$ cat config.mk
export PLATFORM = sky130hd
export DESIGN_NAME = id_ex_stage_reg
export DESIGN_NICKNAME = d
export VERILOG_FILES = /design/src/rtl/id_ex_stage_reg.sv
export SDC_FILE = /design/constraint.sdc
export NUM_CORES = 1
export LEC_CHECK = 0
export ABC_AREA = 1
export BUFFER_PORTS_ARGS = -buffer_cell sky130_fd_sc_hd__buf_2
export CORE_AREA = 2 2 121 123
export DETAILED_ROUTE_END_ITERATION = 10
export DIE_AREA = 0 0 123 125
export PLACE_DENSITY_LB_ADDON = 0.08
export SLEW_MARGIN = 20
export SYNTH_ARGS = -nofsm -noshare
export SYNTH_HDL_FRONTEND = slang
export SYNTH_SLANG_ARGS = --single-unit
$ cat constraint.sdc
create_clock -name clk -period 6.1 [get_ports clk]
set_input_delay 0.61 -clock clk [delete_from_list [all_inputs] [get_ports clk]]
set_output_delay 0.61 -clock clk [all_outputs]
set_load 0.01 [all_outputs]
$ cat src/rtl/id_ex_stage_reg.sv
// ----------------------------------------------------------------------------
// id_ex_stage_reg
//
// ID/EX pipeline register of the 5-stage RISC-V core. Captures the decoded
// control bits, operands and register addresses from ID on every rising edge,
// and acts on the hazard unit's requests:
//   - flush_IDEX  : squash (branch/jump taken in EX) -> load a bubble
//   - hold_IDEX   : downstream memory stall          -> freeze every field
//   - ctlRst_IDEX : load-use hazard                  -> insert a bubble
// Priority per edge: rst > flush_IDEX > hold_IDEX > ctlRst_IDEX > normal load.
//
// A bubble clears all 1-bit control bits and aluOp, drops valid and forces
// rd_IDEX to x0, so a bubble can never write a register or memory, and
// forwarding never matches on it. A flush additionally clears rs1/rs2_IDEX.
// Operand data (pc, rs1Data, rs2Data, imm, funct) always loads from ID unless
// the stage is held, which keeps the bubble contents deterministic.
//
// Optional feature (macro PERF_CNT_EN):
//   bubbleCnt counts ctlRst bubbles that actually got inserted, flushCnt
//   counts flush edges. Both saturate at all-ones and are cleared by rst.
//   Without the macro the counter ports and logic do not exist.
//
// Parameters:
//   XLEN   data / PC width
//   CNT_W  performance counter width (only meaningful with PERF_CNT_EN)
//
// Ports:
//   clk, rst                         clock, asynchronous active-high reset
//   ctlRst_IDEX, flush_IDEX,
//   hold_IDEX                        hazard unit requests
//   regWrite_ID .. branch_ID         decoded 1-bit controls
//   aluOp_ID [1:0], funct_ID [3:0]   ALU op class, {funct7[5], funct3}
//   pc_ID, rs1Data_ID, rs2Data_ID,
//   imm_ID [XLEN-1:0]                operands
//   rs1_ID, rs2_ID, rd_ID [4:0]      register addresses
//   *_IDEX                           registered copies of the above
//   valid_IDEX                       stage holds a real instruction
//   bubbleCnt, flushCnt [CNT_W-1:0]  performance counters (PERF_CNT_EN)
// ----------------------------------------------------------------------------
module id_ex_stage_reg #(
    parameter int XLEN  = 32,
    parameter int CNT_W = 16
) (
    input  logic            clk,
    input  logic            rst,

    input  logic            ctlRst_IDEX,
    input  logic            flush_IDEX,
    input  logic            hold_IDEX,

    input  logic            regWrite_ID,
    input  logic            memRead_ID,
    input  logic            memWrite_ID,
    input  logic            memToReg_ID,
    input  logic            aluSrc_ID,
    input  logic            branch_ID,
    input  logic [1:0]      aluOp_ID,
    input  logic [3:0]      funct_ID,

    input  logic [XLEN-1:0] pc_ID,
    input  logic [XLEN-1:0] rs1Data_ID,
    input  logic [XLEN-1:0] rs2Data_ID,
    input  logic [XLEN-1:0] imm_ID,

    input  logic [4:0]      rs1_ID,
    input  logic [4:0]      rs2_ID,
    input  logic [4:0]      rd_ID,

    output logic            regWrite_IDEX,
    output logic            memRead_IDEX,
    output logic            memWrite_IDEX,
    output logic            memToReg_IDEX,
    output logic            aluSrc_IDEX,
    output logic            branch_IDEX,
    output logic [1:0]      aluOp_IDEX,
    output logic [3:0]      funct_IDEX,

    output logic [XLEN-1:0] pc_IDEX,
    output logic [XLEN-1:0] rs1Data_IDEX,
    output logic [XLEN-1:0] rs2Data_IDEX,
    output logic [XLEN-1:0] imm_IDEX,

    output logic [4:0]      rs1_IDEX,
    output logic [4:0]      rs2_IDEX,
    output logic [4:0]      rd_IDEX,

    output logic            valid_IDEX
`ifdef PERF_CNT_EN
    ,
    output logic [CNT_W-1:0] bubbleCnt,
    output logic [CNT_W-1:0] flushCnt
`endif
);

    // ------------------------------------------------------------------------
    // Elaboration-time sanity check on the counter width.
    // ------------------------------------------------------------------------
    if (CNT_W < 1) begin : g_cnt_w_check
        $error("id_ex_stage_reg: CNT_W must be at least 1");
    end

    // ------------------------------------------------------------------------
    // Stage payload, grouped by how a bubble treats each field.
    // ------------------------------------------------------------------------
    typedef struct packed {
        logic       regWrite;
        logic       memRead;
        logic       memWrite;
        logic       memToReg;
        logic       aluSrc;
        logic       branch;
        logic [1:0] aluOp;
    } ctrl_t;

    typedef struct packed {
        logic [XLEN-1:0] pc;
        logic [XLEN-1:0] rs1Data;
        logic [XLEN-1:0] rs2Data;
        logic [XLEN-1:0] imm;
        logic [3:0]      funct;
    } data_t;

    typedef struct packed {
        logic [4:0] rs1;
        logic [4:0] rs2;
        logic [4:0] rd;
    } addr_t;

    ctrl_t ctrl_in, ctrl_d, ctrl_q;
    data_t data_in, data_d, data_q;
    addr_t addr_in, addr_d, addr_q;
    logic  valid_d, valid_q;
    logic  load_en;

    // Gather the ID-side inputs into the payload structs.
    assign ctrl_in = '{
        regWrite: regWrite_ID,
        memRead:  memRead_ID,
        memWrite: memWrite_ID,
        memToReg: memToReg_ID,
        aluSrc:   aluSrc_ID,
        branch:   branch_ID,
        aluOp:    aluOp_ID
    };

    assign data_in = '{
        pc:      pc_ID,
        rs1Data: rs1Data_ID,
        rs2Data: rs2Data_ID,
        imm:     imm_ID,
        funct:   funct_ID
    };

    assign addr_in = '{
        rs1: rs1_ID,
        rs2: rs2_ID,
        rd:  rd_ID
    };

    // ------------------------------------------------------------------------
    // Next-state selection. Hold is handled by the load enable below, so only
    // flush and ctlRst shape the value that gets loaded.
    // ------------------------------------------------------------------------
    always_comb begin
        // NOTE: every always_comb output gets a default first; a path that
        // skips an assignment would otherwise infer a latch.
        ctrl_d  = ctrl_in;
        data_d  = data_in;
        addr_d  = addr_in;
        valid_d = 1'b1;

        if (flush_IDEX) begin
            // Squash: no side effects and no register dependencies survive.
            ctrl_d  = '0;
            addr_d  = '0;
            valid_d = 1'b0;
        end else if (ctlRst_IDEX) begin
            // Load-use bubble: rs1/rs2 still load because IF/ID is frozen and
            // the same instruction re-presents next cycle.
            ctrl_d    = '0;
            addr_d.rd = 5'd0;
            valid_d   = 1'b0;
        end
    end

    // A flush must win over hold so a squashed instruction never lingers.
    assign load_en = flush_IDEX | ~hold_IDEX;

    // ------------------------------------------------------------------------
    // Stage register.
    // ------------------------------------------------------------------------
    always_ff @(posedge clk or posedge rst) begin
        // NOTE: sequential state uses non-blocking assignments so every
        // register samples pre-edge values regardless of statement order.
        if (rst) begin
            ctrl_q  <= '0;
            data_q  <= '0;
            addr_q  <= '0;
            valid_q <= 1'b0;
        end else if (load_en) begin
            ctrl_q  <= ctrl_d;
            data_q  <= data_d;
            addr_q  <= addr_d;
            valid_q <= valid_d;
        end
    end

    // Outputs come straight from the registers: no input-to-output path.
    assign regWrite_IDEX = ctrl_q.regWrite;
    assign memRead_IDEX  = ctrl_q.memRead;
    assign memWrite_IDEX = ctrl_q.memWrite;
    assign memToReg_IDEX = ctrl_q.memToReg;
    assign aluSrc_IDEX   = ctrl_q.aluSrc;
    assign branch_IDEX   = ctrl_q.branch;
    assign aluOp_IDEX    = ctrl_q.aluOp;
    assign funct_IDEX    = data_q.funct;

    assign pc_IDEX       = data_q.pc;
    assign rs1Data_IDEX  = data_q.rs1Data;
    assign rs2Data_IDEX  = data_q.rs2Data;
    assign imm_IDEX      = data_q.imm;

    assign rs1_IDEX      = addr_q.rs1;
    assign rs2_IDEX      = addr_q.rs2;
    assign rd_IDEX       = addr_q.rd;

    assign valid_IDEX    = valid_q;

`ifdef PERF_CNT_EN
    // ------------------------------------------------------------------------
    // Saturating performance counters. A bubble only counts when it is really
    // inserted, i.e. not masked by a flush or a hold on the same edge.
    // ------------------------------------------------------------------------
    logic bubble_evt;
    logic flush_evt;

    assign bubble_evt = ctlRst_IDEX & ~flush_IDEX & ~hold_IDEX;
    assign flush_evt  = flush_IDEX;

    always_ff @(posedge clk or posedge rst) begin
        if (rst) begin
            bubbleCnt <= '0;
            flushCnt  <= '0;
        end else begin
            if (bubble_evt && (bubbleCnt != '1)) begin
                bubbleCnt <= bubbleCnt + 1'b1;
            end
            if (flush_evt && (flushCnt != '1)) begin
                flushCnt <= flushCnt + 1'b1;
            end
        end
    end
`endif

endmodule

==> results of run 1 <==
## layout by cell type, fill, tap and decap left out, drive strengths merged
cell type,count
nor2,2
buf,320
inv,4
bufinv,4
clkbuf,21
dfrtp,156
nand2,456
clkinv,7
nand3,13
## kinds of logic (layout without fill, tap and decap cells)
kind of cell | Yosys count | after routing | share of synthesized area, %
AND/OR/NAND/NOR | 471 | 471 | 30.4
flip-flops | 156 | 156 | 66.4
buffers and inverters | 38 | 356 | 3.17
## synth_stat cells
cell,count
sky130_fd_sc_hd__nand2_1,455
sky130_fd_sc_hd__dfrtp_1,156
sky130_fd_sc_hd__buf_2,26
sky130_fd_sc_hd__nand3_1,13
sky130_fd_sc_hd__clkbuf_1,4
sky130_fd_sc_hd__inv_1,4
sky130_fd_sc_hd__buf_4,3
sky130_fd_sc_hd__buf_1,1
sky130_fd_sc_hd__nand2_2,1
sky130_fd_sc_hd__nor2_1,1
sky130_fd_sc_hd__nor2_2,1
## routing by layer
metal / vias to the layer above / global-route usage, % / routed length [um]
met1: 2365 / 24.5 / 6290
met4: 0 / 9.96 / 544
met2: 208 / 35.7 / 8050
met3: 34 / 8.58 / 1550
met5: - / 0 / 0
li1: 2604 / - / -
## worst min-delay path by stage
stage	startpoint	end	slack, ns	depth (start not counted)
after floorplan	funct_IDEX[0]	funct_IDEX[0]	0.51	2
after global placement	rs2Data_IDEX[14]	rs2Data_IDEX[14]	0.45	2
after detailed placement	rs1_IDEX[1]	rs1_IDEX[1]	0.45	2
after CTS	imm_ID[23]	imm_IDEX[23]	0.36	3
after global routing	rs2Data_ID[25]	rs2Data_IDEX[25]	0.37	3
final	rst	imm_IDEX[1]	0.38	2
## sequential cells by signal, summed over array words and instances, names as in the netlist
signal and count:
aluSrc_IDEX 1, regWrite_IDEX 1, memWrite_IDEX 1, memRead_IDEX 1
valid_IDEX 1, rs1Data_IDEX 32, funct_IDEX 4, rs1_IDEX 5
memToReg_IDEX 1, rd_IDEX 5, rs2Data_IDEX 32, branch_IDEX 1
rs2_IDEX 5, aluOp_IDEX 2, imm_IDEX 32, pc_IDEX 32
## power by group through the flow
| stage | clock (mW) | combinational, mW | sequential (mW) |
|---|---|---|---|
| floorplan | 0 | 0.115 | 1.21 |
| global placement | 0 | 0.321 | 1.17 |
| detailed placement | 0 | 0.324 | 1.17 |
| CTS | 1.13 | 0.325 | 1.16 |
| global route | 1.18 | 0.359 | 1.17 |
| finish | 1.11 | 0.319 | 1.16 |
## layout make-up
type                       count  share of cell area, %
clock buffer                  21                   5.60
clock inverter                11                   2.03
inverter                       4                  0.244
multi-input combinational    471                   21.9
sequential                   156                   47.5
tap                          184                   2.80
timing repair buffer         320                   19.9
## worst max-delay path, stage by stage
cell and delay (ns):
sky130_fd_sc_hd__buf_2 0.13, sky130_fd_sc_hd__inv_1 0.08, sky130_fd_sc_hd__nand2_4 0.43, sky130_fd_sc_hd__buf_4 0.70
sky130_fd_sc_hd__nand2_1 0.12, sky130_fd_sc_hd__nand2_1 0.10
## stage by stage
| step | cell area (um^2) | power (mW) | worst slack [ns] |
|---|---|---|---|
| floorplan | 5880 | 1.33 | 1.28 |
| global placement | 7560 | 1.49 | 3.73 |
| detailed placement | 7560 | 1.50 | 3.72 |
| CTS | 8190 | 2.61 | 4.16 |
| global route | 8220 | 2.70 | 4.00 |
| finish | 8220 | 2.58 | 4.16 |
==> impl.org, run 1 <==
** Critical path
- CP Capture Point :: imm_IDEX[2]
- In this run the worst setup path begins at flush_IDEX.
- Register-to-register setup slack :: between 5 and 6 ns
- In this run the critical register-to-register path is launched from rs1Data_IDEX[16].
- Worst Reg-to-Reg Cells :: 2
- In this run the critical register-to-register path is captured at rs1Data_IDEX[16].
- Data on the critical path is required at its endpoint by around 6.5 ns.
- Type of element capturing the critical path :: register
- The worst setup path is of the in -> reg kind.
- The worst setup path is launched from an input port.
- Along the worst path, the maximum fanout reaches 76.
- At the worst endpoint, the arrival time is roughly 2.3 ns.

** Timing
- For the pin with the worst max-slew slack, the measured transition is 1.01 ns.
- Fmax :: 516 MHz
- Setup violations remaining at the end of the flow were counted as 0.
- Setup repair after global routing left no endpoint under its margin.
- Sum of negative setup slack :: 0 ns
- Worst Hold Slack :: about 0.38 ns
- Skew final :: 0 ns
- The count of pins over their slew limit was 0.
- The routed design could run at a clock period as short as 1.94 ns.
- Period utilization :: 31.8%
- In this run the tightest slew margin relative to its limit is 32.7%.
- The total count of hold-check failures in the final report was 0.

** Synthesis
- In this run, distinct cell masters in the synthesized netlist total 11.
- Area share of the leading cell type in the synthesized netlist :: about two thirds
- Number of nets produced by synthesis :: 825
- Top cells by area, synth :: sky130_fd_sc_hd__dfrtp_1, sky130_fd_sc_hd__nand2_1, sky130_fd_sc_hd__buf_2
- Avg Inst Size Synth :: about 9 um^2
- Sequential area share after synthesis :: 66.4%
- Summing every instance area after synthesis gives 5880 um^2.
- The Yosys step of the flow raised 0 warnings.
- sky130_fd_sc_hd__dfrtp_1 takes more of the synthesized area than any other cell.
- Synthesis produced between 600 and 700 cells.
- Counting flops and latches in the post-synthesis netlist gives 156.

** Power
- Internal power comes to 1.95 mW.
- Worst IR Drop VDD :: between 0.15 and 0.2 mV
- Net switching component of the power :: 634 uW
- Leakage Power :: slightly below 5 nW
- Logic gate share of total power :: around an eighth
- Clock network fraction of design power :: 43.0%
- Power spread over the standard cell area amounts to about 310 nW/um^2.
- In this run, flip-flops and latches consume 44.7% of the power.
- Switching share of power :: between 20% and 30%

** Die
- The core region is approximately 14000 um^2.
- From left edge to right edge, the die measures 123 um.
- Site row count :: 44
- For this design the top-level I/O count stands at around 320.
- For this configuration, the core starts out at a cell density of 41.4%.
- Total Die Area :: 15400 um^2
- In this run the vertical extent of the chip is about 130 um.

** Layout
- At the end of the flow the core is filled with cells to 57.8%.
- The net count of the finished layout is 1130.
- Area taken by multi-input logic gates :: 1800 um^2
- Filler Cells Inserted :: 1358
- Layout cells sized above 1 :: 36.0%
- Registers take 3900 um^2.
- From synthesis to final layout, the design area changed by 39.8%.
- The repair_antennas step left the layout with diodes totalling 0.
- The count of cells in the finished layout, fillers not included, comes to 1167.

** Clocking
- Once the clock tree was built, the resizer swapped 0 gates to a different size.
- The tree built by TritonCTS fans out to 156 sinks.
- After clock tree synthesis, the setup repair step added 0 buffers.
- CTS H-Tree Depth :: 4
- TritonCTS created 17 clock buffers.
- Max clock buf depth :: 2
- Clock-pin slew was measured on the worst setup and hold paths at 0.06 ns.
- Clock latency on the worst-skew pair, taken at its later pin, is 0.41 ns.
- The cell sitting at the root of the clock tree is a sky130_fd_sc_hd__clkbuf_16.
- Number of buffers inserted for hold repair after clock tree synthesis :: 0
- CTS tree :: done

** Place
- Summed over all nets, the half-perimeter wirelength after detailed placement is about 11 mm.
- Routability congestion estimate :: just under 0.8
- The number of placed instances, taps included, is 1134.
- In this run the tool buffered the top-level ports with between 300 and 400 buffer cells.

** Routing
- Routed Wire Length :: 16.4 mm
- Average wire per standard cell :: 14.1 um
- Via count :: between 5000 and 6000
- The first detailed-routing pass ran for 4 iterations.
- Post-route DRC :: 0
- Once detail routing completed, the nets flagged for antenna violations numbered 0.
- DRC marker count from the first detailed-route iteration :: 275
- Using the TritonRoute via totals, the vias-per-cell ratio works out to 4.47.

** Hold path
- The path class of the tightest hold or removal check is in -> async.

** Global route
- The number of antenna violations at the first check in global routing came to 0.
- Maximum number of pins on one net before global-route repair :: 106
- The via count of the first global-routing pass is 5045.
- First-pass GRT wire length :: ~26 mm
- Aggregate global-route resource usage :: 21.6%
- After global routing the overflow that remains totals 0.

** Job
- The tool flagged a number of max-cap violations equal to 0.

** Run status
- The run finished with clean final reports.
No activity file was read; power rests on OpenSTA's default activity.
==> run 2, diff against run 1 <==
--- a/config.mk
+++ b/config.mk
@@ -5,11 +5,11 @@
 export SDC_FILE = /design/constraint.sdc
 export NUM_CORES = 1
 export LEC_CHECK = 0
-export ABC_AREA = 1
+export ABC_AREA = 0
 export BUFFER_PORTS_ARGS = -buffer_cell sky130_fd_sc_hd__buf_2
-export CORE_AREA = 2 2 121 123
+export CORE_MARGIN = 2
+export CORE_UTILIZATION = 41
 export DETAILED_ROUTE_END_ITERATION = 10
-export DIE_AREA = 0 0 123 125
 export PLACE_DENSITY_LB_ADDON = 0.08
 export SLEW_MARGIN = 20
 export SYNTH_ARGS = -nofsm -noshare
==> constraint.sdc (replaced) <==
create_clock -name clk -period 1.65 [get_ports clk]
set_input_delay 0.165 -clock clk [delete_from_list [all_inputs] [get_ports clk]]
set_output_delay 0.165 -clock clk [all_outputs]
set_load 0.01 [all_outputs]
==> run 2 against run 1 <==
  * Register-to-register slack worse by 5.0 ns
  * Total power increased to 3.8 times the previous value
  * Final cell count decreased by 12%
  * First-iteration DRC count shrank 41%
  * Clock skew stayed put
  * Worst setup slack got worse by 4.1 ns
  * Global-route usage fell by 0.099 points
  * Wire length up 3.8%
  * Area after synthesis increased by 4.6%
  * Die area is 4.0% higher
  * Synthesized cell count decreased by 48%
==> impl.org, run 2 <==
** Clocking
- The number of CTS-inserted buffers came to 17 (unchanged).
- The total number of clock tree sinks came to 156 (unchanged).
- Insertion delay to the later sink of the worst-skew pair :: 0.41 ns (about the same)
- CTS tree :: done (unchanged)
- CTS H-Tree Depth :: 4 (unchanged)
- The maximum count of clock buffers along a single path is 2 (unchanged).
- The clock-pin slew of the registers on the worst-case setup and hold paths is 0.06 ns (about the same).
- The buffer type at the clock tree root is sky130_fd_sc_hd__clkbuf_16 (unchanged).

** Place
- The number of buffers added on ports was 315 (unchanged).
- Detailed Place HPWL :: 11.2 mm (was 11.4 mm)
- The placed instance area is 7930 um^2 (was 7560 um^2).
- The final RePlAce weighted congestion was 0.819 (was 0.792).

** Timing
- The setup TNS after final layout came to 0 ns (unchanged).
- Worst-margin pin slew :: 0.867 ns (was 1.01 ns)
- RSZ-0062 raised after global routing: false (unchanged).
- Number of hold violations in the final report :: 0 (unchanged)
- Based on the critical path, the design can be clocked at up to 643 MHz.
- Skew final :: 0 ns (unchanged)
- The count of endpoints failing setup in the final report came to 0 (unchanged).
- Final critical path time including I/O delays and setup :: roughly 1.6 ns
- Period utilization :: 94.3%
- Fin. max-slew vios :: 0 (unchanged)
- The max-slew headroom at the worst pin came to 42.1% (was 32.7%).

** Layout
- The commonest non-fill, non-tap cell in the layout is sky130_fd_sc_hd__buf_2 (was sky130_fd_sc_hd__nand2_1).
- Most used cells in the layout excluding fill and tap cells: sky130_fd_sc_hd__buf_2, sky130_fd_sc_hd__dlygate4sd3_1, sky130_fd_sc_hd__dfrtp_1 (was sky130_fd_sc_hd__nand2_1, sky130_fd_sc_hd__buf_2, sky130_fd_sc_hd__dfrtp_1).
- Fin nets :: 987 (was 1130)
- Cell area after layout :: 10100 um^2 (was 8220 um^2)
- Area added between synthesis and finish :: 64.4% (was 39.8%)
- The fraction of layout instances using a drive strength above 1 came to 57.6% (was 36.0%).
- Filler Cells Inserted :: 1016 (was 1358)

** Critical path
- Type of element capturing the critical path :: register (unchanged)
- The worst path required time came to 1.94 ns (was 6.45 ns).
- Peak fanout along the critical path :: 69 (was 76)
- The critical path class is in -> reg (unchanged).
- Crit path arrival time :: 1.85 ns (was 2.29 ns)
- The startpoint type of the worst setup path was an input port (unchanged).

** Power
- The total power density per cell area was 978 nW/um^2 (was 315 nW/um^2).
- Worst IR Drop VDD :: 0.618 mV (was 0.160 mV)
- Leakage Power :: 5.20 nW (was 4.91 nW)

** Global route
- The total congestion overflow after global routing came to 0 (unchanged).
- The via count of the first global-routing pass came to 5181 (was 5045).
- Antenna violations before repair :: 1 (was 0)
- First-pass GRT wire length :: 26.8 mm (was 25.6 mm)
- The overall routing resource usage came to 21.5% (was 21.6%).
- The pin count of the biggest net entering global routing came to 70 (was 106).

** Job
- Max cap viols :: 0 (unchanged)

** Die
- The die area is 16000 um^2 (was 15400 um^2).
- The number of I/O pins came to 316 (unchanged).
- The vertical extent of the die came to 126 um (was 125 um).
- The area of the placeable core came to 14600 um^2 (was 14200 um^2).
- Effective utilization at floorplan :: 42.1% (was 41.4%)
- The number of placement rows came to 44 (unchanged).
- Horiz. Die Dim :: 126 um (was 123 um)

** Routing
- Post-route antenna net violation count :: 0 (unchanged)
- The sum of routed wire length over all layers was 17.1 mm (was 16.4 mm).
- Via count :: 4732 (was 5211)
- The number of DRC violations after detailed-routing iteration 0 is 162 (was 275).
- The count of TritonRoute iterations in the first routing pass came to 5 (was 4).
- The total DRC errors in the routed layout is 0 (unchanged).
- Post-detailed-route via-to-cell ratio :: 4.62 (was 4.47)
- The detailed-route wire length per cell came to 16.7 um (was 14.1 um).

** Synthesis
- Most area-hungry cell type in the Yosys netlist :: sky130_fd_sc_hd__dfrtp_1 (unchanged)
- Fraction of synthesis flops using an asynchronous set or reset pin :: 100% (unchanged)
- The flip-flop cell with the highest count after synthesis was sky130_fd_sc_hd__dfrtp_1 (unchanged).
- Flops & latches, synth :: 156 (unchanged)
- Top cells by area, synth: sky130_fd_sc_hd__dfrtp_1, sky130_fd_sc_hd__mux2_4, sky130_fd_sc_hd__mux2_2 (was sky130_fd_sc_hd__dfrtp_1, sky130_fd_sc_hd__nand2_1, sky130_fd_sc_hd__buf_2).
- The count of flip-flops with a built-in enable after synthesis came to 0 (unchanged).
- The total of warnings raised by yosys is 0 (unchanged).
- Most frequent cells after synthesis: sky130_fd_sc_hd__dfrtp_1, sky130_fd_sc_hd__mux2_4, sky130_fd_sc_hd__mux2_2 (was sky130_fd_sc_hd__nand2_1, sky130_fd_sc_hd__dfrtp_1, sky130_fd_sc_hd__buf_2).
- Sequential area share after synthesis :: 63.5% (was 66.4%)
- The most numerous cell in the Yosys netlist is sky130_fd_sc_hd__dfrtp_1 (was sky130_fd_sc_hd__nand2_1).
- The mean instance size in the synthesized netlist came to 17.7 um^2 (was 8.84 um^2).
- The instance count of the mapped netlist was 348 (was 665).
- Area of the mapped netlist :: 6150 um^2 (was 5880 um^2)
- The distinct cell type count of the synthesized netlist was 13 (was 11).
- The area fraction of the dominant cell type after synthesis was 63.5% (was 66.4%).
- The net count after synthesis was 508 (was 825).

** Run status
- Result of the run :: finished, final reports clean (unchanged)

** Hold path
- Path category of the worst min-delay check :: in -> reg (was in -> async)
-- run 2: cell count changes after synthesis, moves of 2 or more --
cell                      previous run  this run
sky130_fd_sc_hd__nand2_1           455         0
sky130_fd_sc_hd__mux2_4              0        80
sky130_fd_sc_hd__mux2_2              0        52
sky130_fd_sc_hd__buf_2              26         7
sky130_fd_sc_hd__a32o_1              0        13
sky130_fd_sc_hd__nand3_1            13         0
sky130_fd_sc_hd__mux2i_1             0        10
sky130_fd_sc_hd__nor2_1              1        11
sky130_fd_sc_hd__buf_6               0         9
sky130_fd_sc_hd__buf_4               3         0
sky130_fd_sc_hd__inv_1               4         2
sky130_fd_sc_hd__nor2b_1             0         2
-- run 2: worst paths after layout --
| check | start | endpoint | slack (ns) | cells after the start |
|---|---|---|---|---|
| max in group asynchronous | rst | pc_IDEX[10] | 0.75 | 4 |
| hold / removal | rs2_ID[4] | rs2_IDEX[4] | 0.02 | 3 |
| setup reg to reg | rs1_IDEX[3] | rs1_IDEX[3] | 0.41 | 3 |
| hold reg to reg | branch_IDEX | branch_IDEX | 0.49 | 1 |
| setup / recovery | flush_IDEX | funct_IDEX[2] | 0.09 | 5 |
| min in group asynchronous | rst | rs2Data_IDEX[5] | 0.30 | 3 |
-- run 2: routing by layer --
metal  wire length (um)  vias to the layer above  track usage, %
met1               6490                     2290            23.9
met3               1290                       46            6.75
met5                  0                        -               0
met4                697                        0            11.4
met2               8580                      207            37.0
li1                   -                     2189               -
-- run 2: cells by family after synthesis --
group | Yosys count | share of synthesized area, %
simple gates | 14 | 0.977
compound gates | 14 | 2.24
mux | 142 | 30.7
buf+inv | 22 | 2.58
flops | 156 | 63.5
-- run 2: what timing repair did --
item,4_1_cts,5_1_grt
endpoints found under the hold margin,166,0
gates resized for setup,0,0
hold buffers,158,0
setup buffers,0,0
-- run 2: power breakdown --
group	internal (mW)	switching (mW)	leakage, nW	total [mW]
combinational	0.980	0.687	3.04	1.67
clock	2.48	1.44	0.290	3.93
sequential	4.13	0.157	1.86	4.29
-- run 2: worst max-delay path, cell delays in order --
cell                            delay, ns
sky130_fd_sc_hd__dlygate4sd3_1       0.52
sky130_fd_sc_hd__buf_2               0.17
sky130_fd_sc_hd__nand2b_4            0.17
sky130_fd_sc_hd__buf_12              0.34
sky130_fd_sc_hd__mux2_2              0.40
-- run 2: metrics by stage --
stage | hold slack (ns) | util [%] | std cells | total power, mW | setup WS [ns]
after detailed placement | 0.189 | 54.3 | 834 | 5.72 | 0.227
after floorplan | 0.232 | - | 348 | 5.09 | -0.488
after global placement | 0.185 | 54.3 | 834 | 5.69 | 0.258
after CTS | 0.00793 | 69.3 | 1023 | 10.0 | 0.133
final | 0.0186 | 69.3 | 1024 | 9.88 | 0.0948
after global routing | 0.0178 | 69.3 | 1024 | 10.3 | 0.0641
-- run 2: final cells by class --
| type | instances | area (um^2) | share of cell area, % |
|---|---|---|---|
| Timing Repair Buffer | 480 | 3270 | 32.4 |
| Clock buffer | 24 | 482 | 4.77 |
| Clock inverter | 7 | 113 | 1.11 |
| Inverter | 2 | 11.3 | 0.111 |
| Tap cell | 184 | 230 | 2.28 |
| Antenna cell | 1 | 2.50 | 0.0248 |
| Sequential cell | 156 | 3900 | 38.6 |
| Multi-Input combinational cell | 170 | 2090 | 20.7 |
